<file path="src/rtl/alu_mdu_control.sv">
`default_nettype none
// ============================================================================
// Module   : alu_mdu_control
// Brief    : EX-stage ALU operation decoder with an iterative multiply/divide
//            unit, HI/LO registers, MFHI/MFLO readback and a stall interlock.
// Revision : 1.0
// ============================================================================
module alu_mdu_control #(
    parameter int DATA_WIDTH   = 32,
    parameter int ALU_OP_WIDTH = 3
) (
    input  logic                    clk,
    input  logic                    reset,
    input  logic                    valid_i,
    input  logic [ALU_OP_WIDTH-1:0] alu_op_i,
    input  logic [5:0]              alu_function_i,
    input  logic [DATA_WIDTH-1:0]   rs_data_i,
    input  logic [DATA_WIDTH-1:0]   rt_data_i,
    output logic [3:0]              alu_operation_o,
    output logic                    mdu_sel_o,
    output logic [DATA_WIDTH-1:0]   mdu_result_o,
    output logic                    stall_o,
    output logic                    busy_o,
    output logic [DATA_WIDTH-1:0]   hi_o,
    output logic [DATA_WIDTH-1:0]   lo_o
);

    localparam int c_cnt_w = $clog2(DATA_WIDTH + 1);
    localparam logic [c_cnt_w-1:0] c_last = c_cnt_w'(DATA_WIDTH - 1);

    localparam logic [ALU_OP_WIDTH-1:0] c_aluop_rtype = ALU_OP_WIDTH'(3'b111);
    localparam logic [ALU_OP_WIDTH-1:0] c_aluop_andi  = ALU_OP_WIDTH'(3'b010);
    localparam logic [ALU_OP_WIDTH-1:0] c_aluop_addi  = ALU_OP_WIDTH'(3'b100);
    localparam logic [ALU_OP_WIDTH-1:0] c_aluop_lui   = ALU_OP_WIDTH'(3'b000);
    localparam logic [ALU_OP_WIDTH-1:0] c_aluop_ori   = ALU_OP_WIDTH'(3'b001);
    localparam logic [ALU_OP_WIDTH-1:0] c_aluop_lw    = ALU_OP_WIDTH'(3'b011);

    localparam logic [5:0] c_fn_mfhi = 6'b010000;
    localparam logic [5:0] c_fn_mflo = 6'b010010;

    typedef enum logic [1:0] {
        S_IDLE = 2'd0,
        S_BUSY = 2'd1,
        S_FIX  = 2'd2
    } state_t;

    state_t                r_state;
    logic [c_cnt_w-1:0]    r_count;
    logic [DATA_WIDTH-1:0] r_a;      // product high half / partial remainder
    logic [DATA_WIDTH-1:0] r_b;      // multiplier / dividend-then-quotient
    logic [DATA_WIDTH-1:0] r_m;      // multiplicand / divisor
    logic                  r_is_div;
    logic                  r_neg_q;
    logic                  r_neg_r;
    logic                  r_div_zero;
    logic [DATA_WIDTH-1:0] r_hi;
    logic [DATA_WIDTH-1:0] r_lo;

    logic                  w_rtype;
    logic                  w_mdu_op;
    logic                  w_mf_op;
    logic                  w_rs_neg;
    logic                  w_rt_neg;
    logic [DATA_WIDTH-1:0] w_abs_rs;
    logic [DATA_WIDTH-1:0] w_abs_rt;
    logic [DATA_WIDTH:0]   w_sum;
    logic [DATA_WIDTH:0]   w_shift;
    logic [DATA_WIDTH:0]   w_diff;
    logic [DATA_WIDTH-1:0] w_step_a;
    logic [DATA_WIDTH-1:0] w_step_b;
    logic [2*DATA_WIDTH-1:0] w_prod;
    logic [DATA_WIDTH-1:0] w_fix_hi;
    logic [DATA_WIDTH-1:0] w_fix_lo;

    assign w_rtype  = (alu_op_i == c_aluop_rtype);
    assign w_mdu_op = w_rtype && (alu_function_i[5:2] == 4'b0110);
    assign w_mf_op  = w_rtype && ((alu_function_i == c_fn_mfhi) ||
                                  (alu_function_i == c_fn_mflo));

    always_comb begin
        alu_operation_o = 4'b1001;
        if (w_rtype) begin
            case (alu_function_i)
                6'b100000: alu_operation_o = 4'b0011;
                6'b100010: alu_operation_o = 4'b0101;
                6'b000000: alu_operation_o = 4'b0010;
                6'b000010: alu_operation_o = 4'b0100;
                6'b100100: alu_operation_o = 4'b0110;
                6'b100111: alu_operation_o = 4'b0111;
                6'b100101: alu_operation_o = 4'b0001;
                6'b011000, 6'b011001, 6'b011010, 6'b011011,
                6'b010000, 6'b010010: alu_operation_o = 4'b1000;
                default:   alu_operation_o = 4'b1001;
            endcase
        end else begin
            case (alu_op_i)
                c_aluop_andi: alu_operation_o = 4'b0110;
                c_aluop_addi: alu_operation_o = 4'b0011;
                c_aluop_lui:  alu_operation_o = 4'b0000;
                c_aluop_ori:  alu_operation_o = 4'b0001;
                c_aluop_lw:   alu_operation_o = 4'b0011;
                default:      alu_operation_o = 4'b1001;
            endcase
        end
    end

    // funct[0] clear selects the signed variants (MULT, DIV)
    assign w_rs_neg = ~alu_function_i[0] & rs_data_i[DATA_WIDTH-1];
    assign w_rt_neg = ~alu_function_i[0] & rt_data_i[DATA_WIDTH-1];
    assign w_abs_rs = w_rs_neg ? -rs_data_i : rs_data_i;
    assign w_abs_rt = w_rt_neg ? -rt_data_i : rt_data_i;

    always_comb begin
        w_sum   = {1'b0, r_a} + (r_b[0] ? {1'b0, r_m} : '0);
        w_shift = {r_a, r_b[DATA_WIDTH-1]};
        w_diff  = w_shift - {1'b0, r_m};
        if (r_is_div) begin
            if (!w_diff[DATA_WIDTH]) begin
                w_step_a = w_diff[DATA_WIDTH-1:0];
                w_step_b = {r_b[DATA_WIDTH-2:0], 1'b1};
            end else begin
                w_step_a = w_shift[DATA_WIDTH-1:0];
                w_step_b = {r_b[DATA_WIDTH-2:0], 1'b0};
            end
        end else begin
            w_step_a = w_sum[DATA_WIDTH:1];
            w_step_b = {w_sum[0], r_b[DATA_WIDTH-1:1]};
        end
    end

    // Divide by zero leaves quotient all ones; the remainder negation
    // then restores the original dividend exactly.
    always_comb begin
        w_prod = {r_a, r_b};
        if (r_is_div) begin
            w_fix_lo = (r_neg_q && !r_div_zero) ? -r_b : r_b;
            w_fix_hi = r_neg_r ? -r_a : r_a;
        end else begin
            if (r_neg_q) begin
                w_prod = -{r_a, r_b};
            end
            w_fix_hi = w_prod[2*DATA_WIDTH-1:DATA_WIDTH];
            w_fix_lo = w_prod[DATA_WIDTH-1:0];
        end
    end

    always_ff @(posedge clk or posedge reset) begin
        if (reset) begin
            r_state    <= S_IDLE;
            r_count    <= '0;
            r_a        <= '0;
            r_b        <= '0;
            r_m        <= '0;
            r_is_div   <= 1'b0;
            r_neg_q    <= 1'b0;
            r_neg_r    <= 1'b0;
            r_div_zero <= 1'b0;
            r_hi       <= '0;
            r_lo       <= '0;
        end else begin
            case (r_state)
                S_IDLE: begin
                    if (valid_i && w_mdu_op) begin
                        r_state    <= S_BUSY;
                        r_count    <= '0;
                        r_a        <= '0;
                        r_b        <= alu_function_i[1] ? w_abs_rs : w_abs_rt;
                        r_m        <= alu_function_i[1] ? w_abs_rt : w_abs_rs;
                        r_is_div   <= alu_function_i[1];
                        r_neg_q    <= w_rs_neg ^ w_rt_neg;
                        r_neg_r    <= w_rs_neg;
                        r_div_zero <= (rt_data_i == '0);
                    end
                end
                S_BUSY: begin
                    r_a     <= w_step_a;
                    r_b     <= w_step_b;
                    r_count <= r_count + 1'b1;
                    if (r_count == c_last) begin
                        r_state <= S_FIX;
                    end
                end
                S_FIX: begin
                    r_hi    <= w_fix_hi;
                    r_lo    <= w_fix_lo;
                    r_state <= S_IDLE;
                end
                default: r_state <= S_IDLE;
            endcase
        end
    end

    assign busy_o       = (r_state != S_IDLE);
    assign stall_o      = valid_i && (w_mdu_op || w_mf_op) && (r_state != S_IDLE);
    assign mdu_sel_o    = w_mf_op && (r_state == S_IDLE);
    assign mdu_result_o = (mdu_sel_o && (alu_function_i == c_fn_mfhi)) ? r_hi : r_lo;
    assign hi_o         = r_hi;
    assign lo_o         = r_lo;

endmodule
`default_nettype wire

</file>
<file path="config.mk">
export PLATFORM = sky130hd
export DESIGN_NAME = alu_mdu_control
export DESIGN_NICKNAME = d
export VERILOG_FILES = /design/src/rtl/alu_mdu_control.sv
export SDC_FILE = /design/constraint.sdc
export NUM_CORES = 1
export LEC_CHECK = 0
export ABC_CLOCK_PERIOD_IN_PS = 5050
export CORE_UTILIZATION = 33
export CTS_CLUSTER_DIAMETER = 100
export DETAILED_ROUTE_END_ITERATION = 6
export PLACE_DENSITY_LB_ADDON = 0.25
export SYNTH_ARGS = -nofsm -noshare
export SYNTH_HDL_FRONTEND = slang
export SYNTH_SLANG_ARGS = --single-unit
</file>
<file path="constraint.sdc">
create_clock -name clk -period 5.05 [get_ports clk]
set_input_delay 0.7575 -clock clk [delete_from_list [all_inputs] [get_ports clk]]
set_output_delay 0.7575 -clock clk [all_outputs]
set_load 0.02 [all_outputs]
</file>
==> results.cfg, run 1 <==
[global_route]
grt_pass1_wl_mm = 81.8
grt_start_max_net_pins = 173
grt_overflow = 0
first_global_vias = 13716
antenna_found_initial = 0
track_usage_pct = 22.6

[logic_synthesis]
syn-num-nets = 2027
avgSynthCellArea_sq_um = 8.02
synth_top_area_share_pct = 28.6
ys_top_cells_by_area = dfrtp_1 29%, o21ai_0 6.0%, ha_1 5.9%
yosysMostFrequentCell = nand2_1
synth_edf_count = 0
synth_top_area_cell = dfrtp_1
synth-seq-area-share_pct = 28.6
async_reset_ff_share_pct = 100
synth_common_cells = 215 x nand2_1, 182 x o21ai_0, 172 x dfrtp_1
netlist_area_sq_um = 15100
ys.flop_type = dfrtp_1
syn_inst = 1878
synth_cell_types = 95
yosys_warnings = 0
ys_seq_elements = 172

[detailed_routing]
vias = 14695
wl_per_cell_um = 20.5
drt_iter0_drc = 1334
wl_met1_mm = 24.7
routed_wirelength_mm = 53.3
dr_wl_met3_mm = 3.51
drt-pass1-iter-count = 6
routed_via_density = 5.65
antenna_left = 0
drc_errors = 0
met2WireLength_mm = 23.6
top_layer_used = met4

[power_and_ir_drop]
p_leak_nw = 7.64
p_int_mw = 5.39
clockPowerShare_pct = 14.7
seqPwrFrac_pct = 26.5
pwr-share-comb_pct = 58.8
p_per_area_nw_per_um2 = 571
total_power_mw = 10.3
switchingPower_mw = 4.92
vdd_drop_max_uv = 284
swShare_pct = 47.7

[critical_path]
crit_chain = clkdlybuf4s50_1, inv_1, ha_1, nand3b_1, nor4_2, buf_4, mux2_2, clkdlybuf4s50_1
slowest_delay_ns = 0.55
critPathKind = in2out
slowest_stage = clkdlybuf4s50_1
cp.required_ns = 4.29
worstPathMaxFanout = 32
r2r_cells = 13
worstPathArrival_ns = 3.35
cp_common_cell = clkdlybuf4s50_1
cp-start-kind = primary input
critPathCaptureType = primary output

[finish]
drive_gt1_share_pct = 7.51
syn_to_final_growth_pct = 19.9
diodes = 0
fillCellCount = 4477
fin_cells = 2602
postLayoutCellArea_sq_um = 18100
finish.net_count = 2146

[sta]
finalMaxSlewViolations = 0
tightest_slew_ns = 1.11
finalSetupTns_ns = 0
final.period_utilization_pct = 81.2
skew_ns = 0.0166
relSlewSlack_pct = 25.6
fmax_mhz = 244
hold_viol_final = 0
setup_violations = 0
layout_min_cycle_time_ns = 4.10
fin_ws_ns = 0.947
rsz0062_at_grt = no

[placement]
numPortBuffers = 178
place_worst_setup_slack_ns = 0.951
placedCellCount = 2570
dpl_cell_area_sq_um = 17400
dp_hpwl_mm = 41.2
place_congestion = 0.917

[die]
num_rows = 77
ioPinCount = 179
die_h_um = 216
initial_core_util_pct = 33.8
core_sq_um = 44600
die_w_um = 216
die_area_sq_um = 46500

[clock_tree]
cts_tree = built
clock-root-buffer = clkbuf_16
cts-resized-gates = 0
clk_latency_ns = 0.45
cts_sinks = 172
post-cts-setup-buffers = 0
clock_path_buffers = 2
cts_hold_buf = 0
clkTransAtPathRegs_ns = 0.07
htreeDepth = 4
cts_inserted_buffers = 17

[worst_hold_path]
hold_class = reg2reg
hold_depth = 2

[run_status]
outcome = complete, no violations

[job]
cap_viol_max_count = 0
## power groups by stage
stage          clock network (mW)  registers (mW)  logic, mW
2_1_floorplan                   0            2.68       3.81
6_report                     1.52            2.73       6.07
4_1_cts                      1.54            2.71       6.01
5_1_grt                      1.59            2.81       6.59
3_3_place_gp                    0            2.73       5.94
3_5_place_dp                    0            2.74       5.97
## layout by cell type, fill, tap and decap left out, types with 54 or more instances in the layout
master	count
dfrtp_1	171
xnor2_1	94
inv_1	68
nor2_1	167
a21oi_1	136
clkdlybuf4s50_1	177
ha_1	71
mux2i_1	54
nand2_1	215
o21ai_0	182
xor2_1	75
## path summary, 6_finish.rpt
check,start,endpoint,slack [ns]
setup / recovery,alu_function_i[0],mdu_result_o[30],0.95
hold / removal,r_m[2],r_m[2],0.49
setup reg to reg,r_b[0],r_a[26],1.04
hold reg to reg,r_m[2],r_m[2],0.49
max in group asynchronous,reset,r_is_div,3.34
min in group asynchronous,reset,lo_o[4],0.92
## layout make-up
| cell class | instances | area, sq um | share of cell area, % |
|---|---|---|---|
| inverter | 69 | 263 | 1.46 |
| tap | 592 | 741 | 4.10 |
| sequential | 172 | 4310 | 23.8 |
| clock buffer | 18 | 439 | 2.43 |
| clock inverter | 14 | 226 | 1.25 |
| timing repair buffer | 205 | 2000 | 11.1 |
| multi-input combinational | 1532 | 10100 | 55.8 |
## state kept, by name, indices dropped and copies added (netlist names)
| name | flops |
|---|---|
| r_m | 32 |
| hi_o | 32 |
| r_div_zero | 1 |
| r_is_div | 1 |
| lo_o | 32 |
| r_b | 32 |
| r_state | 2 |
| r_count | 6 |
| r_neg_r | 1 |
| r_a | 32 |
| r_neg_q | 1 |
## cells by family after synthesis
| kind of cell | synth area share, % |
|---|---|
| mux | 6.36 |
| flops | 28.6 |
| buf+inv | 4.76 |
| xor+xnor | 9.83 |
| fa+ha+maj | 6.16 |
| compound gates | 25.5 |
| simple gates | 18.8 |
## layer usage
layer  track usage, %  vias to the layer above
li1                 -                     7053
met1             32.0                     7037
met2             35.1                      530
met3             3.57                       75
met4             6.97                        0
met5                0                        -
## worst max-delay path: cells and delay by family
kind / cells / cell delay (ns)
simple gates: 2 / 0.25
buf+inv: 4 / 1.70
mux: 1 / 0.39
fa+ha+maj: 1 / 0.20
## through the flow
step           utilization [%]  hold WS (ns)
2_1_floorplan                -         0.444
3_3_place_gp              39.0         0.468
3_5_place_dp              39.0         0.471
4_1_cts                   40.5         0.487
5_1_grt                   40.5         0.515
6_report                  40.5         0.489
Note: power is estimated with default switching activity, not from simulation.
==> run 2, diff against run 1 <==
Settings changed: ABC_CLOCK_PERIOD_IN_PS 5050 to 3990.
Clock period 5.05 ns to 3.99 ns, I/O delays scaled along.
==> run 2 against run 1 <==
Net effect:
- clock skew is 0.0039 ns lower
- wire length is 3.2% higher
- setup slack worse by 0.64 ns
- worst hold slack worse by 0.0020 ns
- final cell count is 1.5% higher
- combinational power is 34% higher
- largest cell class unchanged
- core utilization is 0.57 points higher
- via count is 1.6% higher
- sequential cell count stayed put
==> results.cfg, run 2 (synthesis results as in run 1) <==
[critical_path]
endpoint = mdu_result_o[27]
critPathCaptureType = primary output
r2r-start = r_b[0]
slowest_delay_ns = 0.55
cp_common_cell = clkdlybuf4s50_1
r2r_cells = 13
critPathKind = in2out
timing.rr.end = r_a[26]
rrSetupSlack_ns = 0.38
slowest_stage = clkdlybuf4s50_1
cp-start-kind = primary input
crit_chain = clkdlybuf4s50_1, and3_1, nand3_1, nor4_2, buf_12, mux2_2, clkdlybuf4s50_1
worstPathMaxFanout = 32
worstPathArrival_ns = 3.08
critPathLaunch = alu_op_i[2]
cp.required_ns = 3.39

[finish]
fillCellCount = 4482
finish.net_count = 2186
drive_gt1_share_pct = 9.32
diodes = 0
fin_cells = 2642
syn_to_final_growth_pct = 21.6
final_cell_mix = 215 x nand2_1, 182 x o21ai_0, 177 x clkdlybuf4s50_1
multi_input_area_sq_um = 10100
seqCellArea_sq_um = 4310
final_common_cell = nand2_1

[clock_tree]
cts_tree = built
htreeDepth = 4
cts_hold_buf = 0
cts_sinks = 172
clkTransAtPathRegs_ns = 0.07
cts_inserted_buffers = 17
post-cts-setup-buffers = 0
cts-resized-gates = 0
clock_path_buffers = 2
clk_latency_ns = 0.46
clock-root-buffer = clkbuf_16

[die]
num_rows = 77
die_h_um = 216
initial_core_util_pct = 33.8
die_area_sq_um = 46500
die_w_um = 216
core_sq_um = 44600
ioPinCount = 179

[detailed_routing]
routed_wirelength_mm = 55.0
routed_via_density = 5.65
wl_per_cell_um = 20.8
drt_iter0_drc = 1210
antenna_left = 0
vias = 14934
drt-pass1-iter-count = 6
drc_errors = 0

[power_and_ir_drop]
switchingPower_mw = 6.38
p_int_mw = 6.79
p_per_area_nw_per_um2 = 719
p_leak_nw = 7.80
seqPwrFrac_pct = 25.1
vdd_drop_max_uv = 378
clockPowerShare_pct = 13.0
swShare_pct = 48.5
pwr-share-comb_pct = 62.0

[global_route]
first_global_vias = 14095
antenna_found_initial = 2
track_usage_pct = 23.6
grt_start_max_net_pins = 89
grt_pass1_wl_mm = 85.2
grt_overflow = 0

[placement]
placedCellCount = 2610
numPortBuffers = 178
place_congestion = 0.943
dp_hpwl_mm = 43.6

[sta]
fmax_mhz = 272
rsz0062_at_grt = no
layout_min_cycle_time_ns = 3.68
final.period_utilization_pct = 92.3
setup_violations = 0
hold_viol_final = 0
relSlewSlack_pct = 27.0
tightest_slew_ns = 1.09
skew_ns = 0.0127
finalSetupTns_ns = 0
finalMaxSlewViolations = 0

[worst_hold_path]
hold_path_startpoint = r_m[15]
hold_depth = 2
hold_class = reg2reg

[job]
cap_viol_max_count = 0

[run_status]
outcome = complete, no violations
-- run 2: cell count changes in the layout (fill, tap and decap cells not counted), moves of 2 or more --
cell and delta:
bufinv_16 -4, buf_4 +37, clkinv_4 +2, clkinvlp_4 +2
buf_12 +3
-- run 2: area by class of cell --
cell class                      count  area share (%)
Clock buffer                       18            2.40
Tap cell                          592            4.05
Inverter                           69            1.44
Multi-Input combinational cell   1532            55.0
Sequential cell                   172            23.5
Timing Repair Buffer              245            12.8
Clock inverter                     14           0.820
-- run 2: routing by layer --
| metal | GRT usage [%] | vias up | part of all wire (%) |
|---|---|---|---|
| li1 | - | 7115 | - |
| met1 | 34.5 | 7248 | 48 |
| met2 | 36.0 | 528 | 44 |
| met3 | 3.21 | 43 | 5.9 |
| met4 | 6.60 | 0 | 2.1 |
| met5 | 0 | - | 0 |
-- run 2: worst min path at each step --
stage | slack, ns | to
2_1_floorplan | 0.44 | r_div_zero
3_3_place_gp | 0.47 | r_m[18]
3_5_place_dp | 0.47 | r_m[15]
4_1_cts | 0.49 | r_m[15]
5_1_grt | 0.52 | r_m[12]
6_report | 0.49 | r_m[15]
-- run 2: power by group through the flow --
stage	sequential (mW)	combinational (mW)	clock [mW]
4_1_cts	3.28	8.08	1.74
5_1_grt	3.38	8.86	1.81
3_5_place_dp	3.32	8.04	0
3_3_place_gp	3.31	7.98	0
6_report	3.30	8.16	1.71
2_1_floorplan	3.39	4.83	0
-- run 2: worst max-delay path, delay by kind of cell --
kind	cells	cell delay, ns
buffers and inverters	3	1.33
AND/OR/NAND/NOR	3	0.75
multiplexers	1	0.37
-- run 2: metrics by stage --
step | hold WS [ns] | power, mW | utilization (%) | area [sq um] | setup WS, ns
after floorplan | 0.444 | 8.22 | - | 15100 | 0.639
after global placement | 0.470 | 11.3 | 39.7 | 17700 | 0.372
after detailed placement | 0.472 | 11.4 | 39.7 | 17700 | 0.325
after CTS | 0.488 | 13.1 | 41.0 | 18300 | 0.329
after global routing | 0.516 | 14.0 | 41.0 | 18300 | 0.145
final | 0.487 | 13.2 | 41.0 | 18300 | 0.308
